[config.mk]
export PLATFORM = sky130hd
export DESIGN_NAME = pipe_stage_reg
export DESIGN_NICKNAME = d
export VERILOG_FILES = /design/src/rtl/pipe_stage_reg.sv
export SDC_FILE = /design/constraint.sdc
export NUM_CORES = 1
export LEC_CHECK = 0
export CAP_MARGIN = 5
export CORE_AREA = 2 2 229 231
export DETAILED_ROUTE_END_ITERATION = 7
export DIE_AREA = 0 0 231 233
export DONT_BUFFER_PORTS = 1
export GPL_TIMING_DRIVEN = 0
export PLACE_DENSITY = 0.57
export SETUP_SLACK_MARGIN = 0.5
export SLEW_MARGIN = 30
export SYNTH_ARGS = -nofsm -noshare
export SYNTH_HDL_FRONTEND = slang
export SYNTH_SLANG_ARGS = --single-unit
[constraint.sdc]
create_clock -name clk -period 3.05 [get_ports clk]
set_input_delay 0.305 -clock clk [delete_from_list [all_inputs] [get_ports clk]]
set_output_delay 0.305 -clock clk [all_outputs]
set_load 0.05 [all_outputs]
[src/rtl/pipe_stage_reg.sv]
// ============================================================================
// Module   : pipe_stage_reg
// Purpose  : Valid/ready pipeline stage register with optional 2-entry skid
//            buffer, exception redirect and flush.
// Revision : 1.0 - initial release
// ============================================================================
`default_nettype none

module pipe_stage_reg #(
  parameter int              PAYLOAD_W  = 256,
  parameter int              PC_W       = 32,
  parameter logic [PC_W-1:0] EXC_VECTOR = PC_W'(32'h00004180),
  parameter int              SKID       = 1
) (
  input  logic                 clk,
  input  logic                 reset,
  input  logic                 req,
  input  logic                 flush,
  input  logic                 in_valid,
  output logic                 in_ready,
  input  logic [PC_W-1:0]      in_pc,
  input  logic [PAYLOAD_W-1:0] in_payload,
  input  logic                 in_new_instr,
  output logic                 out_valid,
  input  logic                 out_ready,
  output logic [PC_W-1:0]      out_pc,
  output logic [PAYLOAD_W-1:0] out_payload,
  output logic                 out_new_instr,
  output logic [1:0]           occupancy
);

  logic                 head_valid, skid_valid;
  logic [PC_W-1:0]      head_pc, skid_pc;
  logic [PAYLOAD_W-1:0] head_payload, skid_payload;
  logic                 head_ni, skid_ni;

  logic                 n_head_valid, n_skid_valid;
  logic [PC_W-1:0]      n_head_pc, n_skid_pc;
  logic [PAYLOAD_W-1:0] n_head_payload, n_skid_payload;
  logic                 n_head_ni, n_skid_ni;
  logic [1:0]           n_occupancy;

  logic accept;
  logic retire;

  // With the skid present, in_ready depends only on state so out_ready never
  // reaches in_ready combinationally.
  if (SKID != 0) begin : g_skid_ready
    assign in_ready = !skid_valid;
  end else begin : g_reg_ready
    assign in_ready = !head_valid || out_ready;
  end

  assign accept = in_valid && in_ready;
  assign retire = head_valid && out_ready;

  always_comb begin
    n_head_valid   = head_valid;
    n_head_pc      = head_pc;
    n_head_payload = head_payload;
    n_head_ni      = head_ni;
    n_skid_valid   = skid_valid;
    n_skid_pc      = skid_pc;
    n_skid_payload = skid_payload;
    n_skid_ni      = skid_ni;

    if (req) begin
      n_head_valid   = 1'b1;
      n_head_pc      = EXC_VECTOR;
      n_head_payload = '0;
      n_head_ni      = 1'b0;
      n_skid_valid   = 1'b0;
      n_skid_payload = '0;
      n_skid_ni      = 1'b0;
    end else if (flush) begin
      // out_pc deliberately keeps its value across a flush
      n_head_valid   = 1'b0;
      n_head_payload = '0;
      n_head_ni      = 1'b0;
      n_skid_valid   = 1'b0;
      n_skid_payload = '0;
      n_skid_ni      = 1'b0;
    end else if (skid_valid) begin
      if (retire) begin
        n_head_valid   = 1'b1;
        n_head_pc      = skid_pc;
        n_head_payload = skid_payload;
        n_head_ni      = skid_ni;
        n_skid_valid   = accept;
        n_skid_pc      = accept ? in_pc : skid_pc;
        n_skid_payload = accept ? in_payload : '0;
        n_skid_ni      = accept ? in_new_instr : 1'b0;
      end
    end else if (!head_valid || retire) begin
      if (accept) begin
        n_head_valid   = 1'b1;
        n_head_pc      = in_pc;
        n_head_payload = in_payload;
        n_head_ni      = in_new_instr;
      end else begin
        n_head_valid   = 1'b0;
        n_head_payload = '0;
        n_head_ni      = 1'b0;
      end
    end else if (accept && (SKID != 0)) begin
      n_skid_valid   = 1'b1;
      n_skid_pc      = in_pc;
      n_skid_payload = in_payload;
      n_skid_ni      = in_new_instr;
    end

    n_occupancy = {1'b0, n_head_valid} + {1'b0, n_skid_valid};
  end

  always_ff @(posedge clk) begin
    if (reset) begin
      head_valid   <= 1'b0;
      head_pc      <= '0;
      head_payload <= '0;
      head_ni      <= 1'b0;
      skid_valid   <= 1'b0;
      skid_pc      <= '0;
      skid_payload <= '0;
      skid_ni      <= 1'b0;
      occupancy    <= 2'd0;
    end else begin
      head_valid   <= n_head_valid;
      head_pc      <= n_head_pc;
      head_payload <= n_head_payload;
      head_ni      <= n_head_ni;
      skid_valid   <= n_skid_valid;
      skid_pc      <= n_skid_pc;
      skid_payload <= n_skid_payload;
      skid_ni      <= n_skid_ni;
      occupancy    <= n_occupancy;
    end
  end

  assign out_valid     = head_valid;
  assign out_pc        = head_pc;
  assign out_payload   = head_payload;
  assign out_new_instr = head_ni;

endmodule

`default_nettype wire

==> PnR_summary.wiki <==
{| class="wikitable"
! Metric !! Value
|-
| Global Route Usage Sum || 26.5%
|-
| Initial core utilization || 41.7%
|-
| Post-Syn Area || 21300 um2
|-
| Seq/Total Area, Yosys || 54.7%
|-
| Share of layout cells above drive strength 1 || 8.47%
|-
| Pwr dens || 635 nW/um2
|-
| Dpl hpwl || 53500 um
|-
| Top post-synthesis cells by area || dfxtp_1 55%, a32o_1 12%, a221oi_1 11%, nor3_1 6.1%, nor2_1 5.1%
|-
| Top-level port count || 588
|-
| DRT antenna net count || 0
|-
| DP Cell Count || 2771
|-
| CTS tree || yes
|-
| Worst min-delay path class || input port to flip-flop
|-
| Worst setup startpoint || skid_valid
|-
| F_max || 0.422 GHz
|-
| Tcrit/Tclk final || 77.7%
|-
| Post-layout net count || 2743
|-
| Max Cap Viol || 0
|-
| Total number of yosys warnings || 0
|-
| Share of flip-flops with an asynchronous set or reset after synthesis || 0%
|-
| Standby leakage power || 9.71 nW
|-
| Total wirelength of the detailed-routed design || 74900 um
|-
| Root buffer selected by CTS || clkbuf_16
|-
| Total count of hold-check failures in the final report || 0
|-
| Tmin final || 2370 ps
|-
| Routability congestion estimate from global placement || 0.892
|-
| Reg2reg path depth || 8
|-
| CTS Buf Count || 60
|-
| Post-route DRC || 0
|-
| Commonest cells in the netlist || 582 x dfxtp_1, 290 x nor2_1, 258 x nor3_1
|-
| Standard cell core area || 51100 um2
|-
| Post-synth top area cell || dfxtp_1
|-
| Detail-routed net length per standard cell || 23.5 um
|-
| Fill cell count || 4656
|-
| Worst hold stages || 2
|-
| Setup TNS Final || 0 ps
|-
| Critical Path Start Type || flip-flop
|-
| Synthesis-stage register bit count || 582
|-
| First-pass detailed-route iteration total || 5
|-
| Proportion of power drawn by the clock network || 43.4%
|-
| Vias in the first global route || 18900
|-
| Total count of max-transition violations in the final report || 0
|-
| Worst Hold Endpoint || out_pc[1]
|-
| Post-synthesis cell type count || 27
|-
| Die Wd || 231 um
|-
| Startpoint of the worst register-to-register path || skid_valid
|-
| Count leader, synth || dfxtp_1
|-
| Average via count per standard cell || 6.08
|-
| Number of H-tree branching levels || 2
|-
| Power Internal || 12.8 mW
|-
| Switching Share || 25.8%
|-
| Post-CTS setup buffer count || 0
|-
| Largest net degree at the start of global routing || 15
|-
| Source-to-sink clock delay at the later pin of the worst-skew pair || 620 ps
|-
| Crit. End Element || flip-flop
|-
| Arrival time of the worst setup path || 2910 ps
|-
| Area enclosed by the die boundary || 53800 um2
|-
| Flip-flop cell with the highest count after synthesis || dfxtp_1
|-
| Relative max-transition margin || 38.8%
|-
| Worst reg2reg path endpoint || skid_valid
|-
| Setup slack, reg-to-reg || 680 ps
|-
| Worst clock skew || 18.1 ps
|-
| CTS sink count || 582
|-
| CP max FO || 10
|-
| Fraction of post-synthesis cell area in the top cell type by area || 54.7%
|-
| Post-CTS clock slew at the launch and capture registers of the worst setup and hold paths || 60 ps
|-
| Setup CP Type || flip-flop to flip-flop
|-
| Syn avg cell area || 10.2 um2
|-
| Number of failing setup endpoints in the final timing report || 0
|-
| Post-synth EDFFs || 0
|-
| DIE HEIGHT || 233 um
|-
| Via count || 19400
|-
| First-iteration detailed-routing DRC count || 1473
|-
| Highest ir drop seen on vdd || 0.000506 V
|-
| Cells after Synth || 2091
|-
| Total net switching power || 4.45 mW
|-
| Unrepaired setup endpoints after global routing || false
|-
| Row cnt || 83
|-
| Final total power || 17.3 mW
|-
| Synthesis-to-layout area growth || 27.5%
|-
| Synthesized Nets || 2387
|-
| Startpoint of the most critical hold path || in_pc[1]
|-
| Required time of the critical path || 3590 ps
|-
| Wire length of the first global-routing pass || 113000 um
|-
| Non-filler instance count after layout || 3183
|-
| Logic gate share of total power || 8.7%
|-
| GRT Residual Overflow || 0
|-
| Initial antenna violation count || 15
|-
| Run status || finished clean
|-
| Pin slew with the least headroom to its limit || 918 ps
|-
| Clock tree buffer depth || 3
|-
| Count of buffers from port buffering || 0
|-
| Flop pwr share || 47.9%
|}
[worst max path at each step]
stage | endpoint | cells after the start | slack, ps
global route | out_payload[156] | 8 | 500
finish | skid_valid | 8 | 680
global placement | out_payload[197] | 7 | 50
CTS | out_payload[202] | 7 | 530
detailed placement | out_payload[162] | 7 | -0.3
floorplan | occupancy[0] | 9 | 1020
[state kept, by name, summed over array words and instances (netlist names)]
signal,cells
out_new_instr,1
occupancy,2
out_valid,1
out_payload,256
out_pc,32
skid_payload,256
skid_pc,32
skid_ni,1
skid_valid,1
[logic make-up after synthesis]
kind of cell,synth area share [%]
and+or+nand+nor,13.0
AOI/OAI and AO/OA,24.7
buffers and inverters,5.89
adders and majority gates,0.0587
muxes,1.64
DFF,54.7
[power groups by stage]
stage / combinational [mW] / sequential [mW] / clock, mW
after global routing: 1.65 / 8.26 / 7.94
after floorplan: 0.807 / 8.36 / 0
final: 1.50 / 8.26 / 7.49
after CTS: 1.48 / 8.25 / 7.62
after detailed placement: 1.08 / 8.42 / 0
after global placement: 1.06 / 8.42 / 0
[metrics by stage]
stage	area [um2]	hold WS (ps)	setup WS (ps)	utilization, %
6_report	27200	43.4	679	53.1
5_1_grt	27100	46.1	503	53.1
4_1_cts	27100	0.413	530	53.0
3_5_place_dp	22200	435	-0.274	43.4
3_3_place_gp	22200	431	47.7	43.4
2_1_floorplan	21300	431	1020	-
[final cells by class]
class | count | area [um2] | share of cell area, %
Antenna cell | 12 | 30.0 | 0.111
Buffer | 254 | 1260 | 4.65
Clock buffer | 88 | 1740 | 6.40
Clock inverter | 18 | 264 | 0.972
Inverter | 3 | 15.0 | 0.0553
Multi-Input combinational cell | 1252 | 8400 | 30.9
Sequential cell | 582 | 11700 | 42.9
Tap cell | 680 | 851 | 3.13
Timing Repair Buffer | 294 | 2940 | 10.8
[layout by cell type, fill, tap and decap left out, types with 24 or more instances in the layout]
master         count
clkbuf_1         152
mux2i_1           35
a211oi_1          29
nor3_1           258
nor2_1           290
nand2_1           71
dfxtp_1          581
buf_6             24
a21oi_1           36
a221oi_1         257
a32o_1           257
dlygate4sd3_1    294
buf_2             74
clkbuf_16         61
[worst max-delay path, stage by stage (launching register included)]
cell	delay, ps
dfxtp_1	300
buf_2	190
clkbuf_4	270
clkbuf_4	300
clkinvlp_4	320
nand2_1	150
nand2_1	100
dlygate4sd3_1	580
nor2_1	100
[what timing repair did]
action	4_1_cts	5_1_grt
cloned	0	0
gates resized for setup	5	17
endpoints found under the hold margin	578	0
setup endpoints to repair	232	90
hold buffers	294	0
[per-layer routing]
metal / vias to the layer above / global-route usage (%) / routed length, um
met1: 9542 / 31.4 / 29200
li1: 8848 / - / -
met2: 775 / 45.0 / 36400
met3: 192 / 8.58 / 6550
met5: - / 0 / 61
met4: 10 / 9.50 / 2590
No activity file was read; power rests on OpenSTA's default activity.
